[src/rtl/imem_loader_pkg.sv]
// Shared types and constants for the instruction-memory loader.
package imem_loader_pkg;

    localparam int INSN_W    = 16;
    localparam int BYTE_W    = 8;
    localparam int MAX_WORDS = 256;

    typedef enum logic [2:0] {
        IDLE,
        LEN,
        LO,
        HI,
        WRITE,
        CSUM,
        DONE,
        ERR
    } state_t;

    // States in which the loader is waiting for a stream byte.
    function automatic logic is_rx_state(input state_t s);
        return (s == LEN) || (s == LO) || (s == HI) || (s == CSUM);
    endfunction

endpackage

[src/rtl/imem_loader_gap_timer.sv]
// Idle-gap watchdog: counts cycles without a transfer and flags expiry.
module gap_timer #(
    parameter int TIMEOUT_CYC = 1024
) (
    input  logic clk,
    input  logic rst,
    input  logic clear,
    input  logic run,
    output logic expired
);

    localparam int CNT_W = (TIMEOUT_CYC > 2) ? $clog2(TIMEOUT_CYC) : 1;
    localparam logic [CNT_W-1:0] LIMIT =
        CNT_W'((TIMEOUT_CYC > 0) ? TIMEOUT_CYC - 1 : 0);

    logic [CNT_W-1:0] count;

    // Count idle cycles; saturate at the limit, a zero timeout keeps the counter parked.
    always_ff @(posedge clk) begin
        if (rst || clear) begin
            count <= '0;
        end else if ((TIMEOUT_CYC > 0) && run && !expired) begin
            count <= count + CNT_W'(1);
        end
    end

    assign expired = (TIMEOUT_CYC > 0) && (count == LIMIT);

endmodule

[src/rtl/imem_loader.sv]
// Streams length-prefixed, XOR-checksummed byte pairs into instruction memory
// and keeps the CPU in reset until a load verifies.
module imem_loader
    import imem_loader_pkg::*;
#(
    parameter int ADDR_W        = 8,
    parameter int BASE_ADDR     = 0,
    parameter int TIMEOUT_CYC   = 1024,
    parameter bit HOLD_AT_RESET = 1'b1
) (
    input  logic              clk,
    input  logic              rst,
    input  logic              start,
    input  logic [BYTE_W-1:0] rx_data,
    input  logic              rx_valid,
    output logic              rx_ready,
    output logic              imem_wr_en,
    output logic [ADDR_W-1:0] imem_wr_addr,
    output logic [INSN_W-1:0] imem_wr_data,
    output logic              cpu_hold,
    output logic              busy,
    output logic              done,
    output logic              err,
    output logic [8:0]        words_loaded
);

    localparam int IDX_W = $clog2(MAX_WORDS);

    state_t             state;
    state_t             state_nxt;
    logic [BYTE_W-1:0]  lo_byte;
    logic [BYTE_W-1:0]  csum;
    logic [IDX_W-1:0]   idx;
    logic [IDX_W-1:0]   last_idx;
    logic               xfer;
    logic               start_ok;
    logic               expired;
    logic               timeout;

    assign rx_ready   = is_rx_state(state);
    assign imem_wr_en = (state == WRITE);
    assign busy       = (state != IDLE) && (state != DONE) && (state != ERR);
    assign xfer       = rx_valid && rx_ready;
    assign start_ok   = start && !busy;
    // A transfer in the expiry cycle wins over the timeout.
    assign timeout    = expired && is_rx_state(state) && !xfer;

    gap_timer #(
        .TIMEOUT_CYC(TIMEOUT_CYC)
    ) u_gap_timer (
        .clk    (clk),
        .rst    (rst),
        .clear  (xfer || start_ok),
        .run    (is_rx_state(state) && !xfer),
        .expired(expired)
    );

    // State register.
    always_ff @(posedge clk) begin
        if (rst) begin
            state <= IDLE;
        end else begin
            state <= state_nxt;
        end
    end

    // Next-state decode.
    always_comb begin
        state_nxt = state;
        case (state)
            IDLE, DONE, ERR: if (start) state_nxt = LEN;
            LEN: begin
                if (timeout)   state_nxt = ERR;
                else if (xfer) state_nxt = LO;
            end
            LO: begin
                if (timeout)   state_nxt = ERR;
                else if (xfer) state_nxt = HI;
            end
            HI: begin
                if (timeout)   state_nxt = ERR;
                else if (xfer) state_nxt = WRITE;
            end
            WRITE: state_nxt = (idx == last_idx) ? CSUM : LO;
            CSUM: begin
                if (timeout)   state_nxt = ERR;
                else if (xfer) state_nxt = (rx_data == csum) ? DONE : ERR;
            end
            default: state_nxt = IDLE;
        endcase
    end

    // Datapath, checksum, counters and status flags.
    always_ff @(posedge clk) begin
        if (rst) begin
            cpu_hold     <= HOLD_AT_RESET;
            done         <= 1'b0;
            err          <= 1'b0;
            csum         <= '0;
            idx          <= '0;
            last_idx     <= '0;
            lo_byte      <= '0;
            imem_wr_addr <= '0;
            imem_wr_data <= '0;
            words_loaded <= '0;
        end else begin
            case (state)
                IDLE, DONE, ERR: begin
                    if (start) begin
                        cpu_hold     <= 1'b1;
                        done         <= 1'b0;
                        err          <= 1'b0;
                        csum         <= '0;
                        idx          <= '0;
                        words_loaded <= '0;
                    end
                end
                LEN: begin
                    if (xfer) begin
                        // L==0 encodes 256 words; the 8-bit wrap of L-1 gives 255.
                        last_idx <= rx_data - 8'd1;
                        csum     <= csum ^ rx_data;
                    end
                    if (timeout) err <= 1'b1;
                end
                LO: begin
                    if (xfer) begin
                        lo_byte <= rx_data;
                        csum    <= csum ^ rx_data;
                    end
                    if (timeout) err <= 1'b1;
                end
                HI: begin
                    if (xfer) begin
                        imem_wr_data <= {rx_data, lo_byte};
                        imem_wr_addr <= ADDR_W'(BASE_ADDR + int'(idx));
                        csum         <= csum ^ rx_data;
                    end
                    if (timeout) err <= 1'b1;
                end
                WRITE: begin
                    idx          <= idx + 1'b1;
                    words_loaded <= words_loaded + 9'd1;
                end
                CSUM: begin
                    if (xfer) begin
                        if (rx_data == csum) begin
                            done     <= 1'b1;
                            cpu_hold <= 1'b0;
                        end else begin
                            err <= 1'b1;
                        end
                    end
                    if (timeout) err <= 1'b1;
                end
                default: ;
            endcase
        end
    end

endmodule
[config.mk]
export PLATFORM = sky130hd
export DESIGN_NAME = imem_loader
export DESIGN_NICKNAME = d
export VERILOG_FILES = /design/src/rtl/imem_loader_pkg.sv /design/src/rtl/imem_loader_gap_timer.sv /design/src/rtl/imem_loader.sv
export SDC_FILE = /design/constraint.sdc
export NUM_CORES = 1
export LEC_CHECK = 0
export BUFFER_PORTS_ARGS = -buffer_cell sky130_fd_sc_hd__buf_2
export CORE_ASPECT_RATIO = 1.25
export CORE_MARGIN = 10
export CORE_UTILIZATION = 43
export DETAILED_ROUTE_END_ITERATION = 16
export PLACE_DENSITY = 0.61
export SETUP_SLACK_MARGIN = 0.05
export SKIP_LAST_GASP = 1
export SLEW_MARGIN = 0
export SYNTH_ARGS = -nofsm -noshare
export SYNTH_HDL_FRONTEND = slang
export SYNTH_HIERARCHICAL = 1
export SYNTH_SLANG_ARGS = --single-unit
[constraint.sdc]
create_clock -name clk -period 2.4 [get_ports clk]
set_input_delay 0.12 -clock clk [delete_from_list [all_inputs] [get_ports clk]]
set_output_delay 0.12 -clock clk [all_outputs]
set_load 0.02 [all_outputs]
# After elaboration in Yosys (flattened, before gate mapping)
# Index checks and enable logic that the tools add are counted.
# Widths: inputs -> output; s select.
# word_totals
register_bits,81
in_bits,12
output_inout_bits,39
wordCells,102
# classes
n_addsub,4
eq_ne,22
muxes,31
bitwise_logic,1
reduce_logical,32
# ops
op,n
$pmux 8 s2,2
$mux 3,10
$ne 3x3->1 const B,7
$pmux 3 s6,1
$pmux 9 s2,1
$eq 8x8->1,2
$mux 8,2
$eq 3x3->1 const B,4
$mux 1,11
$add 10x1->10 const B,1
$eq 10x10->1 const B,1
$reduce_and 5->1,2
$add 9x1->9 const B,1
$mux 9,1
$add 8x1->8 const B,1
$logic_and 1x1->1,8
$reduce_and 2->1,4
$sub 8x1->8 const B,1
$xor 8x8->8,1
$eq 3x2->1 const B,2
$ne 2x1->1 const B,3
$reduce_bool 2->1,3
$reduce_bool 3->1,2
$reduce_or 3->1,2
9 further kinds,17

# Logic depth before layout (Yosys ltp)
# logic_depth
word_depth,9
depth_mapped,8

# Cells and area by module
# The synthesis kept the hierarchy.
# by_module_without_submodules
module,instances,cells_each,area_per_inst_um2
imem_loader,1,418,3320.7
gap_timer,1,68,593.1

# Least setup slack after synthesis
# OpenSTA, ideal clock, no wires.
# synth_timing
path_type,register -> register
start,reg state[0]
end,reg u_gap_timer.count[2]
setup_ns,0.070
t_arrival_ns,1.970
required_time_ns,2.330
slack_ns,0.359
path_stages_with_launch,9
path_buffers,2
cell_sequence,dfxtp_1 > clkbuf_1 > nor3_1 > o21ai_1 > clkbuf_1 > nand2_1 > or2_2 > nor3_1 > o21bai_1
# synth_between
elab_chain_len,8
elab_cells_between_ends,20
# synth_lines
item,line_no,rtl
start: declaration,imem_loader.sv:29,state_t state;
start signal: assignment,imem_loader.sv:63,state <= state_nxt;
$eq 3x1->1 or $eq 3x2->1 (tied branches),imem_loader_pkg.sv:21,return (s == LEN) || (s == LO) || (s == HI) || (s == CSUM);
$logic_or 1x1->1 (3 in a row),imem_loader_pkg.sv:21,
$logic_and 1x1->1,imem_loader.sv:43,assign xfer = rx_valid && rx_ready;
$logic_not 1->1,imem_loader.sv:54,".run (is_rx_state(state) && !xfer),"
$logic_and 1x1->1,imem_loader.sv:54,
$logic_and 1x1->1,imem_loader_gap_timer.sv:22,end else if ((TIMEOUT_CYC > 0) && run && !expired) begin
end signal: assignment,imem_loader_gap_timer.sv:23,count <= count + CNT_W'(1);
end: declaration,imem_loader_gap_timer.sv:16,logic [CNT_W-1:0] count;
# Several ways; a longest one is shown, not always the timed one.
# A chain may end at the register's enable or synchronous reset.

# Worst setup path in the final report
# layout_timing
start,reg state[0]
end,reg u_gap_timer.count[7]
# Same word-level chain as after synthesis.

==> metrics.yaml <==
power.share.switching_pct: 33.0
grt_overflow: 0
core.rowCount: 38
vdd_drop_max_v: 0.000449
final_min_period_over_clock_period_pct: 88.6
fmax_mhz: 470
r2r-start: "state[0]$_SDFFE_PP0P_"
postRouteWirelength_mm: 9.70
ioPinCount: 51
final.min_clock_period_ns: 2.13
timing_worst_slew_pin_value_ns: 0.558
worst_hold_path.endpoint: "imem_wr_data[9]$_SDFFE_PP0P_"
leakagePower_nw: 1.69
clk_latency_ns: 0.37
final.hold.worst_slack_ns: 0.0578
p_int_w: 0.00216
hold_path_class: "input pin to flop"
synth_sequential_area_ratio_pct: 41.4
ff2ff_setup_slack_ns: 0.27
clock_tree.htree_level_count: 3
ys_dominant_reg_cell: "sky130_fd_sc_hd__dfxtp_1"
critical_path.startpoint_type: "flop"
place_worst_setup_slack_ns: 0.189
netSwitchingPower_w: 0.00107
dieWidth_um: 105
drv_slew: 0
path_class: "flop to flop"
power.share.combinational_pct: 21.7
grt_max_degree: 29
postSynthRegisterBits: 81
hold_path_startpoint: "rx_data[1]"
report.final.hold_viol_count: 0
detailroute.via_count: 3468
number_of_antenna_violations_at_the_first_check_in_global_routing: 0
grt_pass1_wl_mm: 16.2
worst_hold_path.num_cells: 3
timing.slew.headroom_pct: 62.7
routed_wire_length_per_instance_um: 15.0
final_layout_size_suffix_gt1_share_pct: 16.9
grt_usage_pct: 14.5
setup_viol: 0
fin_nets: 537
post_synth.cell_area_avg_um2: 8.05
via_count_of_the_first_global_routing_pass: 3389
setup_repair_after_global_routing_missed_its_margin: "no"
ys.warnings.count: 6
detail_route.drc_violations: 0
max_cap_viol_count: 0
tritoncts: "done"
drtAntennaViolNets: 0
cts_buffer_depth: 2
fin_worst_skew_ns: 0.00546
syn_nets: 502
clock_power_share_pct: 32.0
clock_input_transition_at_the_sequential_cells_of_the_worst_setup_and_hold_paths_ns: 0.08
number_of_synthesized_flops_with_an_enable_pin: 0
floorplan.core_area_um2: 8800
synthesis.instances: 486
n_antenna_cell: 0
crit-reg2reg-capture: "u_gap_timer/count[7]$_SDFFE_PP0P_"
area_growth_syn_to_layout_pct: 13.1
die_h_um: 127
layout_setup_ws_ns: 0.273
dr.pass1.iters: 4
timing.reg2reg.worst_path_depth: 5
cts-hold-fix-buffers: 0
cp_data_required_time_ns: 2.69
seq_power_share_pct: 46.3
synth_async_sr_flop_share_pct: 0
drt_iter0_drc: 147
final.fill_count: 882
outcome: "finished, final reports clean"
worstPathArrival_ns: 2.42
portBuffers: 50
tritoncts.num_buffers: 9
vias_per_cell: 5.37
die_area_um2: 13300
powerDensity_nw_per_um2: 730
worst-path-max-fanout: 12
worstSetupEndpointType: "flop"
place_hpwl_mm: 6.80
setup-tns-final_ns: 0
clkSinkCount: 81
final_common_cell: "sky130_fd_sc_hd__nand2_1"
finalWeightedCongestion: 0.824
root_buffer: "sky130_fd_sc_hd__clkbuf_8"
netlist_area_before_placement_um2: 3910
layout.cells.most_common_list: "sky130_fd_sc_hd__nand2_1 (82), sky130_fd_sc_hd__dfxtp_1 (80), sky130_fd_sc_hd__buf_2 (50)"
yosys.cell_types.count: 57
initial_utilization_pct: 44.5
==> final cells by class <==
type / count / area, um2 / area share, %
multi-input cells: 354 / 2070 / 46.8
clock buffers: 9 / 124 / 2.80
clock inverters: 7 / 77.6 / 1.75
flip-flops and latches: 81 / 1620 / 36.7
repair buffers: 59 / 318 / 7.18
well taps: 120 / 150 / 3.39
inverters: 16 / 60.1 / 1.36
==> logic make-up (layout without fill, tap and decap cells) <==
kind of cell,count (synthesis),count (layout),share of synthesized area [%]
AND/OR/NAND/NOR,204,204,24.6
adder cells (fa/ha/maj),4,4,1.28
multiplexers,16,16,4.12
buffers and inverters,51,91,5.59
flip-flops,81,81,41.4
AO/OA/AOI/OAI,110,110,18.5
XOR/XNOR,20,20,4.48
==> power by group through the flow <==
| stage | clock network, W | registers (W) | logic (W) |
|---|---|---|---|
| final | 0.00103 | 0.00150 | 0.000700 |
| after global routing | 0.00111 | 0.00151 | 0.000781 |
| after CTS | 0.00107 | 0.00149 | 0.000706 |
| after detailed placement | 0 | 0.00153 | 0.000702 |
| after global placement | 0 | 0.00152 | 0.000693 |
| after floorplan | 0 | 0.00150 | 0.000548 |
==> metal layers <==
layer  track usage [%]  wire, um  vias to the layer above
li1                  -         -                     1777
met1              16.7      4370                     1622
met2              25.0      4800                       59
met3              2.84       366                       10
met4              7.12       164                        0
met5                 0         0                        -
==> metrics by stage <==
step / total power, W / util (%) / cells / area, um2
after floorplan: 0.00205 / - / 486 / 3910
after global placement: 0.00221 / 48.0 / 630 / 4220
after detailed placement: 0.00223 / 48.0 / 630 / 4220
after CTS: 0.00327 / 50.3 / 646 / 4420
after global routing: 0.00340 / 50.3 / 646 / 4430
final: 0.00323 / 50.3 / 646 / 4430
==> worst max-delay path by stage <==
stage                                              to  cells after the start                   from
floorplan           u_gap_timer/count[2]$_SDFFE_PP0P_                      8  state[0]$_SDFFE_PP0P_
global placement    u_gap_timer/count[7]$_SDFFE_PP0P_                      5  state[1]$_SDFFE_PP0P_
detailed placement  u_gap_timer/count[7]$_SDFFE_PP0P_                      5  state[1]$_SDFFE_PP0P_
CTS                 u_gap_timer/count[7]$_SDFFE_PP0P_                      5  state[1]$_SDFFE_PP0P_
global route        u_gap_timer/count[7]$_SDFFE_PP0P_                      5  state[0]$_SDFFE_PP0P_
finish              u_gap_timer/count[7]$_SDFFE_PP0P_                      5  state[0]$_SDFFE_PP0P_
==> timing repair <==
action | CTS | global route
resized for setup | 0 | 1
setup buffers | 0 | 0
setup endpoints to repair | 0 | 2
endpoints found under the hold margin | 0 | 0
==> sequential cells by signal (all words and copies together) (netlist names) <==
register	cells
imem_wr_data	16
words_loaded	9
last_idx	8
csum	8
lo_byte	8
imem_wr_addr	8
cpu_hold	1
idx	8
done	1
err	1
u_gap_timer/count	10
state	3
==> cells in the mapped netlist, types with 9 or more instances <==
| cell type | number | share of area [%] |
|---|---|---|
| sky130_fd_sc_hd__xnor2_1 | 11 | 2.5 |
| sky130_fd_sc_hd__clkbuf_1 | 25 | 2.4 |
| sky130_fd_sc_hd__xor2_1 | 9 | 2.0 |
| sky130_fd_sc_hd__nor3_1 | 10 | 1.3 |
| sky130_fd_sc_hd__a211oi_1 | 12 | 2.3 |
| sky130_fd_sc_hd__inv_1 | 16 | 1.5 |
| sky130_fd_sc_hd__nand2_1 | 82 | 7.9 |
| sky130_fd_sc_hd__mux2i_1 | 15 | 3.8 |
| sky130_fd_sc_hd__nor2_1 | 42 | 4.0 |
| sky130_fd_sc_hd__nand3_1 | 21 | 2.7 |
| sky130_fd_sc_hd__dfxtp_1 | 81 | 41 |
| sky130_fd_sc_hd__a21oi_1 | 46 | 5.9 |
==> worst max-delay path: stages (launching register included) <==
cell                        delay, ns
sky130_fd_sc_hd__dfxtp_1         0.55
sky130_fd_sc_hd__nand2b_1        0.19
sky130_fd_sc_hd__a21oi_1         0.41
sky130_fd_sc_hd__nand4_1         0.28
sky130_fd_sc_hd__a2111oi_4       0.39
sky130_fd_sc_hd__mux2i_1         0.23
Power figures use the tool's default switching activity.
